<file path="config.mk">
export PLATFORM = sky130hd
export DESIGN_NAME = vid_sync_polarity_normaliser
export DESIGN_NICKNAME = d
export VERILOG_FILES = /design/src/rtl/vid_sync_polarity_normaliser_pkg.sv /design/src/rtl/vid_sync_polarity_normaliser_sync_pol_channel.sv /design/src/rtl/vid_sync_polarity_normaliser.sv
export SDC_FILE = /design/constraint.sdc
export NUM_CORES = 1
export LEC_CHECK = 0
export ABC_CLOCK_PERIOD_IN_PS = 2500
export CELL_PAD_IN_SITES_DETAIL_PLACEMENT = 1
export CELL_PAD_IN_SITES_GLOBAL_PLACEMENT = 2
export CORE_MARGIN = 2
export CORE_UTILIZATION = 25
export CTS_CLUSTER_SIZE = 28
export DETAILED_ROUTE_END_ITERATION = 16
export PLACE_DENSITY = 0.71
export SLEW_MARGIN = 20
export SYNTH_ARGS = -nofsm -noshare
export SYNTH_HDL_FRONTEND = slang
export SYNTH_SLANG_ARGS = --single-unit
</file>
<file path="constraint.sdc">
create_clock -name clk -period 2.5 [get_ports clk]
set_clock_uncertainty 0.15 [all_clocks]
set_input_delay 0.5 -clock clk [delete_from_list [all_inputs] [get_ports clk]]
set_output_delay 0.5 -clock clk [all_outputs]
set_load 0.01 [all_outputs]
</file>
<file path="src/rtl/vid_sync_polarity_normaliser_pkg.sv">
`default_nettype none
// ============================================================================
// Module   : vid_sync_polarity_normaliser_pkg
// Purpose  : Shared constants and helpers for the video sync polarity
//            normaliser (channel limits, counter sizing, channel indices).
// Ports    : none (package)
// Revision : 1.0 - initial release
// ============================================================================
package vid_sync_polarity_normaliser_pkg;

    localparam int MAX_SYNC       = 8;
    localparam int MAX_LOCK_COUNT = 15;

    // Conventional channel assignment on the sync_in bus.
    localparam int CH_HSYNC = 0;
    localparam int CH_VSYNC = 1;
    localparam int CH_FIELD = 2;

    // Counters must hold the value LOCK_COUNT itself.
    function automatic int cnt_width(input int lock_count);
        return $clog2(lock_count + 1);
    endfunction

endpackage
`default_nettype wire

</file>
<file path="src/rtl/vid_sync_polarity_normaliser_sync_pol_channel.sv">
`default_nettype none
// ============================================================================
// Module   : sync_pol_channel
// Purpose  : Polarity detector for one sync channel. Records whether the sync
//            was high anywhere inside a datavalid window and, on the window's
//            falling edge, votes on the channel's inversion with hysteresis.
// Ports    : clk, rst (async, active-high)
//            datavalid  - active-video qualifier
//            dv_fall    - shared falling-edge strobe of datavalid
//            sync_in    - this channel's raw sync level
//            inv        - detected inversion (registered)
//            locked     - detected polarity stable for LOCK_COUNT evaluations
// Revision : 1.0 - initial release
// ============================================================================
module sync_pol_channel
    import vid_sync_polarity_normaliser_pkg::*;
#(
    parameter int LOCK_COUNT = 2,
    parameter int CW         = cnt_width(LOCK_COUNT)
) (
    input  logic clk,
    input  logic rst,
    input  logic datavalid,
    input  logic dv_fall,
    input  logic sync_in,
    output logic inv,
    output logic locked
);

    localparam logic [CW-1:0] c_lock = CW'(LOCK_COUNT);

    logic          r_seen;
    logic          r_inv;
    logic          r_locked;
    logic [CW-1:0] r_agree;
    logic [CW-1:0] r_mis;

    logic          w_cand;
    logic [CW-1:0] w_agree_inc;
    logic [CW-1:0] w_mis_inc;

    // A sync that was active during the window means the pin idles low in
    // blanking relative to it, i.e. the raw signal is active-low.
    assign w_cand      = r_seen | (datavalid & sync_in);
    assign w_agree_inc = (r_agree == c_lock) ? r_agree : r_agree + CW'(1);
    // r_mis never rests at LOCK_COUNT (it clears on the toggle), so no wrap.
    assign w_mis_inc   = r_mis + CW'(1);

    always_ff @(posedge clk or posedge rst) begin
        if (rst) begin
            r_seen   <= 1'b0;
            r_inv    <= 1'b0;
            r_locked <= 1'b0;
            r_agree  <= '0;
            r_mis    <= '0;
        end else begin
            if (dv_fall) begin
                r_seen <= 1'b0;
            end else if (datavalid & sync_in) begin
                r_seen <= 1'b1;
            end

            if (dv_fall) begin
                if (w_cand == r_inv) begin
                    r_mis   <= '0;
                    r_agree <= w_agree_inc;
                    if (w_agree_inc == c_lock) begin
                        r_locked <= 1'b1;
                    end
                end else begin
                    r_locked <= 1'b0;
                    if (w_mis_inc == c_lock) begin
                        // The toggling evaluation itself counts as the first
                        // agreement with the new polarity.
                        r_inv   <= ~r_inv;
                        r_mis   <= '0;
                        r_agree <= CW'(1);
                    end else begin
                        r_mis   <= w_mis_inc;
                        r_agree <= '0;
                    end
                end
            end
        end
    end

    assign inv    = r_inv;
    assign locked = r_locked;

endmodule
`default_nettype wire

</file>
<file path="src/rtl/vid_sync_polarity_normaliser.sv">
`default_nettype none
// ============================================================================
// Module   : vid_sync_polarity_normaliser
// Purpose  : Presents every sync channel active-high downstream. Polarity is
//            inferred per channel from its level inside the datavalid window,
//            with hysteresis, lock status and a software override.
// Ports    : clk, rst (async, active-high)
//            datavalid     - active-video qualifier
//            sync_in       - raw sync levels, bit i = channel i
//            force_en      - use force_invert instead of detected polarity
//            force_invert  - per-channel override inversion
//            sync_out      - normalised syncs
//            invert_status - detected inversion per channel
//            locked        - detected polarity stable per channel
// Config   : SYNC_POL_OUT_REG_EN - register sync_out (one cycle latency,
//            reset value 0); otherwise sync_out is combinational.
// Revision : 1.0 - initial release
// ============================================================================
module vid_sync_polarity_normaliser
    import vid_sync_polarity_normaliser_pkg::*;
#(
    parameter int NUM_SYNC   = 2,
    parameter int LOCK_COUNT = 2
) (
    input  logic                clk,
    input  logic                rst,
    input  logic                datavalid,
    input  logic [NUM_SYNC-1:0] sync_in,
    input  logic                force_en,
    input  logic [NUM_SYNC-1:0] force_invert,
    output logic [NUM_SYNC-1:0] sync_out,
    output logic [NUM_SYNC-1:0] invert_status,
    output logic [NUM_SYNC-1:0] locked
);

    localparam int c_cw = cnt_width(LOCK_COUNT);

    logic                r_dv;
    logic                w_dv_fall;
    logic [NUM_SYNC-1:0] w_inv;
    logic [NUM_SYNC-1:0] w_eff;

    always_ff @(posedge clk or posedge rst) begin
        if (rst) begin
            r_dv <= 1'b0;
        end else begin
            r_dv <= datavalid;
        end
    end

    assign w_dv_fall = r_dv & ~datavalid;

    for (genvar i = 0; i < NUM_SYNC; i++) begin : g_ch
        sync_pol_channel #(
            .LOCK_COUNT (LOCK_COUNT),
            .CW         (c_cw)
        ) u_ch (
            .clk       (clk),
            .rst       (rst),
            .datavalid (datavalid),
            .dv_fall   (w_dv_fall),
            .sync_in   (sync_in[i]),
            .inv       (w_inv[i]),
            .locked    (locked[i])
        );
    end

    // The override only steers the output; status always reflects detection.
    assign w_eff         = force_en ? force_invert : w_inv;
    assign invert_status = w_inv;

`ifdef SYNC_POL_OUT_REG_EN
    logic [NUM_SYNC-1:0] r_sync_out;

    always_ff @(posedge clk or posedge rst) begin
        if (rst) begin
            r_sync_out <= '0;
        end else begin
            r_sync_out <= sync_in ^ w_eff;
        end
    end

    assign sync_out = r_sync_out;
`else
    assign sync_out = sync_in ^ w_eff;
`endif

endmodule
`default_nettype wire

</file>
==> impl_metrics.yaml, run 1 <==
worst_hold_path:
  hold_path.class: "reg -> reg"
worst_setup_path:
  worstPathCellList: "clkdlybuf4s50_1 -> mux2i_1 -> xnor2_1 -> dlygate4sd2_1"
  critPathSlowestCell: "clkdlybuf4s50_1"
  cpPeakStageDelay_ns: 0.51
  path_class: "in -> out"
  endpoint_kind: "output port"
  path_max_fanout: 2
  worstPathArrival_ns: 1.67
  cp-start-kind: "primary input"
  rrSetupSlack_ns: 1.15
  critPathRequiredTime_ns: 1.85
timing:
  hold_violations: 0
  fmax_mhz: 430.5
  rsz0062_at_grt: "false"
  slew_headroom: 0.6021
  fin_setup_tns_ns: 0
  setup_viol_count_final: 0
  tightest_slew_ns: 0.5962
  timing.final.crit_share: 0.9291
  slew_viol_final: 0
  min_period_ns: 2.323
power_and_ir_drop:
  power.share.sequential: 0.413
  fin_total_pwr_mw: 0.9624
  power_density_nw_per_um2: 1032
  p_sw_frac: 0.3574
  combPwrFrac: 0.442
  peakVddDrop_mv: 0.1978
  clkPwrFrac: 0.144
  leakagePower_nw: 0.4016
  internal_power_mw: 0.6184
  p_switching_mw: 0.3440
die:
  die_h_um: 59.48
  dieArea_um2: 3538
  core_um2: 2978
  die_x_um: 59.48
  pin_count: 14
  rows: 20
  initial_core_util: 0.2584
clock_network:
  clock_sinks: 15
  cts-root-buf: "clkbuf_4"
  htree_levels: 1
  cts_setup_buffers: 0
  ctsResizeCount: 2
  cts_buffers: 3
  clkTransAtPathRegs_ns: 0.09
  postCtsHoldBufs: 0
  clk_path_buf_depth: 2
  clk_latency_ns: 0.28
  tritoncts: "done"
detailed_routing:
  drt_iter0_drc: 13
  wl_um: 1447
  wl_per_cell_um: 12.58
  drc: 0
  vias_per_cell: 4.591
  drt_pass1_iterations: 3
  route.vias.total: 528
  antenna_left: 0
global_route:
  grt_usage: 0.09524
  grt.overflow.total: 0
  grt_start_max_net_pins: 19
  grt_pass1_wl_um: 2394
  antenna_found_initial: 0
  grt_pass1_vias: 532
logic_synthesis:
  synth-seq-area-share: 0.4878
  synthTopCellsByArea: "dfrtp_1, xnor2_4, mux2i_1"
  yosysWarnings: 0
  synth_largest_area_cell: "dfrtp_1"
  synth-seq-cells: 15
  synth.top_cell.area_share: 0.4878
  synthCells: 70
  syn_area_per_cell_um2: 10.99
  synthDistinctLibCells: 19
  synth_fp_nets: 80
  syn_area_um2: 769.5
final_layout:
  nNetsFinal: 93
  layout_commonest_cell: "dfrtp_1"
  layout_common_cells: "dfrtp_1, clkdlybuf4s50_1, nand2_1"
  num_antenna_cells: 0
  drive_gt1_frac: 0.09756
  area_delta_synth_final_pct: 21.14
  final_util: 0.3130
run_status:
  outcome: "finished, final reports clean"
place:
  gp_congestion: 0.6811
  port_buffers: 13
  dpl.hpwl_um: 1071
run:
  cap_viol_max_count: 0
## layer usage
layer	part of all wire	track usage	up-vias
li1	-	-	255
met1	0.46	0.1137	252
met2	0.45	0.1491	16
met3	0.053	0.01528	5
met4	0.036	0.07792	0
met5	0	0	-
## cells in the mapped netlist, drive strengths merged
| master | instances |
|---|---|
| nor2b | 3 |
| a31oi | 2 |
| xnor2 | 4 |
| inv | 5 |
| o21ai | 4 |
| nor2 | 2 |
| nand2b | 3 |
| dfrtp | 15 |
| o22ai | 2 |
| a21oi | 8 |
| mux2i | 4 |
| buf | 6 |
| ha | 2 |
| a21boi | 2 |
| nand2 | 8 |
## logic make-up (layout without fill, tap and decap cells)
logic type,after synthesis,after routing,share of synthesized area
buffers and inverters,11,23,0.07643
AOI/OAI and AO/OA,18,18,0.1593
DFF,15,15,0.4878
adders and majority gates,2,2,0.03252
muxes,4,4,0.05203
xor gates and xnor gates,4,4,0.09431
and+or+nand+nor,16,16,0.09757
## worst max-delay path: cells and delay by family
family / cells / cell delay, ns
buffers and inverters: 2 / 0.79
XOR/XNOR: 1 / 0.14
multiplexers: 1 / 0.24
## cell type report
type / count / area, um2
multi-input combinational: 44 / 335.3
tap: 33 / 41.29
timing repair buffer: 14 / 135.1
inverter: 5 / 18.77
sequential: 15 / 375.4
fill: 347 / 2046
clock buffer: 4 / 26.28
## sequential cells by signal, summed over array words and instances (netlist names)
name	count
r_dv	1
g_ch.u_ch.r_agree	4
g_ch.u_ch.r_mis	4
g_ch.u_ch.locked	2
g_ch.u_ch.inv	2
g_ch.u_ch.r_seen	2
## metrics by stage
stage,instance area [um2],worst slack (ns),instances,hold slack [ns]
2_1_floorplan,769.5,0.9828,70,0.2515
3_3_place_gp,908.4,-0.06313,111,0.3214
3_5_place_dp,908.4,-0.1117,111,0.3415
4_1_cts,932.1,0.1656,115,0.3624
5_1_grt,932.1,0.1155,115,0.4001
6_report,932.1,0.1772,115,0.3615
## worst paths after layout
path	startpoint	end	cells past startpoint
worst min register to register	g_ch[1].u_ch.r_agree[0]	g_ch[1].u_ch.r_agree[0]	2
worst max-delay path	force_en	sync_out[0]	4
min in group asynchronous	rst	g_ch[0].u_ch.r_mis[0]	2
worst max register to register	g_ch[0].u_ch.r_seen	g_ch[0].u_ch.r_agree[0]	4
worst min-delay path	g_ch[1].u_ch.r_agree[0]	g_ch[1].u_ch.r_agree[0]	2
max in group asynchronous	rst	g_ch[0].u_ch.r_seen	2
## power by group through the flow
stage                     Combinational [mW]  Sequential (mW)  Clock [mW]
after floorplan                        0.337            0.386           0
after global routing                   0.487            0.412       0.163
after detailed placement               0.442            0.404           0
after global placement                 0.430            0.398           0
final                                  0.426            0.398       0.139
after CTS                              0.438            0.400       0.145
Power figures use the tool's default switching activity.
==> run 2: changes to the inputs <==
PLACE_DENSITY = 0.61   (was 0.71)
TNS_END_PERCENT = 10   (was default)
==> run 2 against run 1 <==
Cell count stayed put. Highest routed layer unchanged. Clock-buffer cell count is 1 lower. First-iteration DRC count is 46% lower. Via count is 1.5% lower. Hold slack worse by 0.0030 ns. Critical path depth stayed put. Sequential power hardly changed. Worst setup slack better by 0.015 ns. Sequential cell count stayed put.
==> impl_metrics.yaml, run 2 (same netlist as run 1, synthesis figures left out) <==
power_and_ir_drop:
  power_density_nw_per_um2: 1024
  power.share.sequential: 0.414
  p_sw_frac: 0.3569
  clkPwrFrac: 0.143
  leakagePower_nw: 0.4043
  p_switching_mw: 0.3409
  peakVddDrop_mv: 0.3984
  combPwrFrac: 0.443
  fin_total_pwr_mw: 0.9554
  internal_power_mw: 0.6145
run_status:
  outcome: "finished, final reports clean"
timing:
  slew_headroom: 0.6130
  fmax_mhz: 433.4
  setup_viol_count_final: 0
  tightest_slew_ns: 0.5799
  rsz0062_at_grt: "false"
  timing.final.crit_share: 0.9230
  fin_ws_ns: 0.1925
  hold_violations: 0
  min_period_ns: 2.307
  slew_viol_final: 0
  holdWs_ns: 0.3585
die:
  die_h_um: 59.48
  pin_count: 14
  dieArea_um2: 3538
  core_um2: 2978
  rows: 20
  die_x_um: 59.48
  initial_core_util: 0.2584
worst_setup_path:
  cp-start-kind: "primary input"
  path_max_fanout: 2
  critPathRequiredTime_ns: 1.85
  path_class: "in -> out"
  worstPathArrival_ns: 1.66
  endpoint_kind: "output port"
global_route:
  use_met3: 0.02183
  grt_start_max_net_pins: 19
  grt_pass1_wl_um: 2339
  grt_util_met2: 0.1319
  grt_pass1_vias: 525
  gr-max-usage-layer: "met2"
  grt_usage: 0.09219
  grtUsageMet1: 0.1236
  antenna_found_initial: 0
  grt.overflow.total: 0
final_layout:
  area_delta_synth_final_pct: 21.30
  biggestRegsByFlops: "g_ch.u_ch.r_agree (4), g_ch.u_ch.r_mis (4)"
  nNetsFinal: 93
  n_fill_cell: 350
  layout_commonest_cell: "dfrtp_1"
  drive_gt1_frac: 0.1098
  num_antenna_cells: 0
  layout_common_cells: "dfrtp_1, clkdlybuf4s50_1, nand2_1"
  fin_area_um2: 933.4
worst_hold_path:
  hold_path.class: "reg -> reg"
clock_network:
  clk_latency_ns: 0.28
  cts-root-buf: "clkbuf_4"
  clkTransAtPathRegs_ns: 0.10
  cts_setup_buffers: 0
  clock_sinks: 15
  postCtsHoldBufs: 0
  htree_levels: 1
  clk_path_buf_depth: 2
  cts_buffers: 3
  tritoncts: "done"
place:
  port_buffers: 13
  gp_congestion: 0.6774
  dpl.hpwl_um: 1016
  place_area_um2: 908.4
  place_ws_ns: -0.1129
run:
  cap_viol_max_count: 0
detailed_routing:
  drc: 0
  vias_per_cell: 4.522
  wl_um: 1370
  antenna_left: 0
  route.vias.total: 520
  drt_iter0_drc: 7
  drt_pass1_iterations: 4
  wl_per_cell_um: 11.91
run 2: per-layer routing:
layer	part of all wire	vias up	wire length, um
met5	0	-	0
met1	0.50	248	681
met3	0.048	2	66
li1	-	259	-
met4	0.012	0	17
met2	0.44	11	605
run 2: per-stage QoR:
step           utilization  instances  TNS (ns)
2_1_floorplan            -         70         0
3_3_place_gp        0.3050        111   -0.1360
3_5_place_dp        0.3050        111   -0.1992
4_1_cts             0.3134        115         0
5_1_grt             0.3134        115         0
6_report            0.3134        115         0
run 2: critical path, stage by stage:
cell and delay [ns]:
clkdlybuf4s50_1 0.51, mux2i_1 0.24, xnor2_1 0.13, dlygate4sd2_1 0.28
run 2: area by class of cell:
type                            count  area [um2]  share of cell area
Clock buffer                        3       22.52             0.02413
Inverter                            5       18.77             0.02011
Multi-Input combinational cell     44       335.3              0.3592
Clock inverter                      1       5.005            0.005362
Tap cell                           33       41.29             0.04424
Sequential cell                    15       375.4              0.4021
Timing Repair Buffer               14       135.1              0.1448
run 2: power groups by stage:
| stage | logic [mW] | clock network [mW] | registers [mW] |
|---|---|---|---|
| floorplan | 0.337 | 0 | 0.386 |
| global placement | 0.434 | 0 | 0.398 |
| detailed placement | 0.440 | 0 | 0.402 |
| CTS | 0.434 | 0.145 | 0.398 |
| global route | 0.478 | 0.158 | 0.409 |
| finish | 0.424 | 0.136 | 0.395 |
run 2: worst paths after layout:
kind	startpoint	end	slack (ns)	cells after the start
setup / recovery	force_en	sync_out[1]	0.19	4
hold / removal	g_ch[0].u_ch.r_agree[0]	g_ch[0].u_ch.r_agree[0]	0.36	2
setup reg to reg	g_ch[0].u_ch.r_seen	g_ch[0].u_ch.r_agree[0]	1.16	4
hold reg to reg	g_ch[0].u_ch.r_agree[0]	g_ch[0].u_ch.r_agree[0]	0.36	2
max in group asynchronous	rst	g_ch[1].u_ch.locked	1.39	2
min in group asynchronous	rst	g_ch[0].u_ch.r_mis[0]	0.42	2
run 2: repair_timing:
| action | 4_1_cts | 5_1_grt |
|---|---|---|
| endpoints found under the setup margin | 2 | 0 |
| resized for setup | 2 | 0 |
| endpoints found under the hold margin | 0 | 0 |
==> run 3: changes to the inputs <==
TNS_END_PERCENT = default   (was 10)
==> results of run 3 <==
The final DEF is identical to that of run 2; final timing and power are the same.
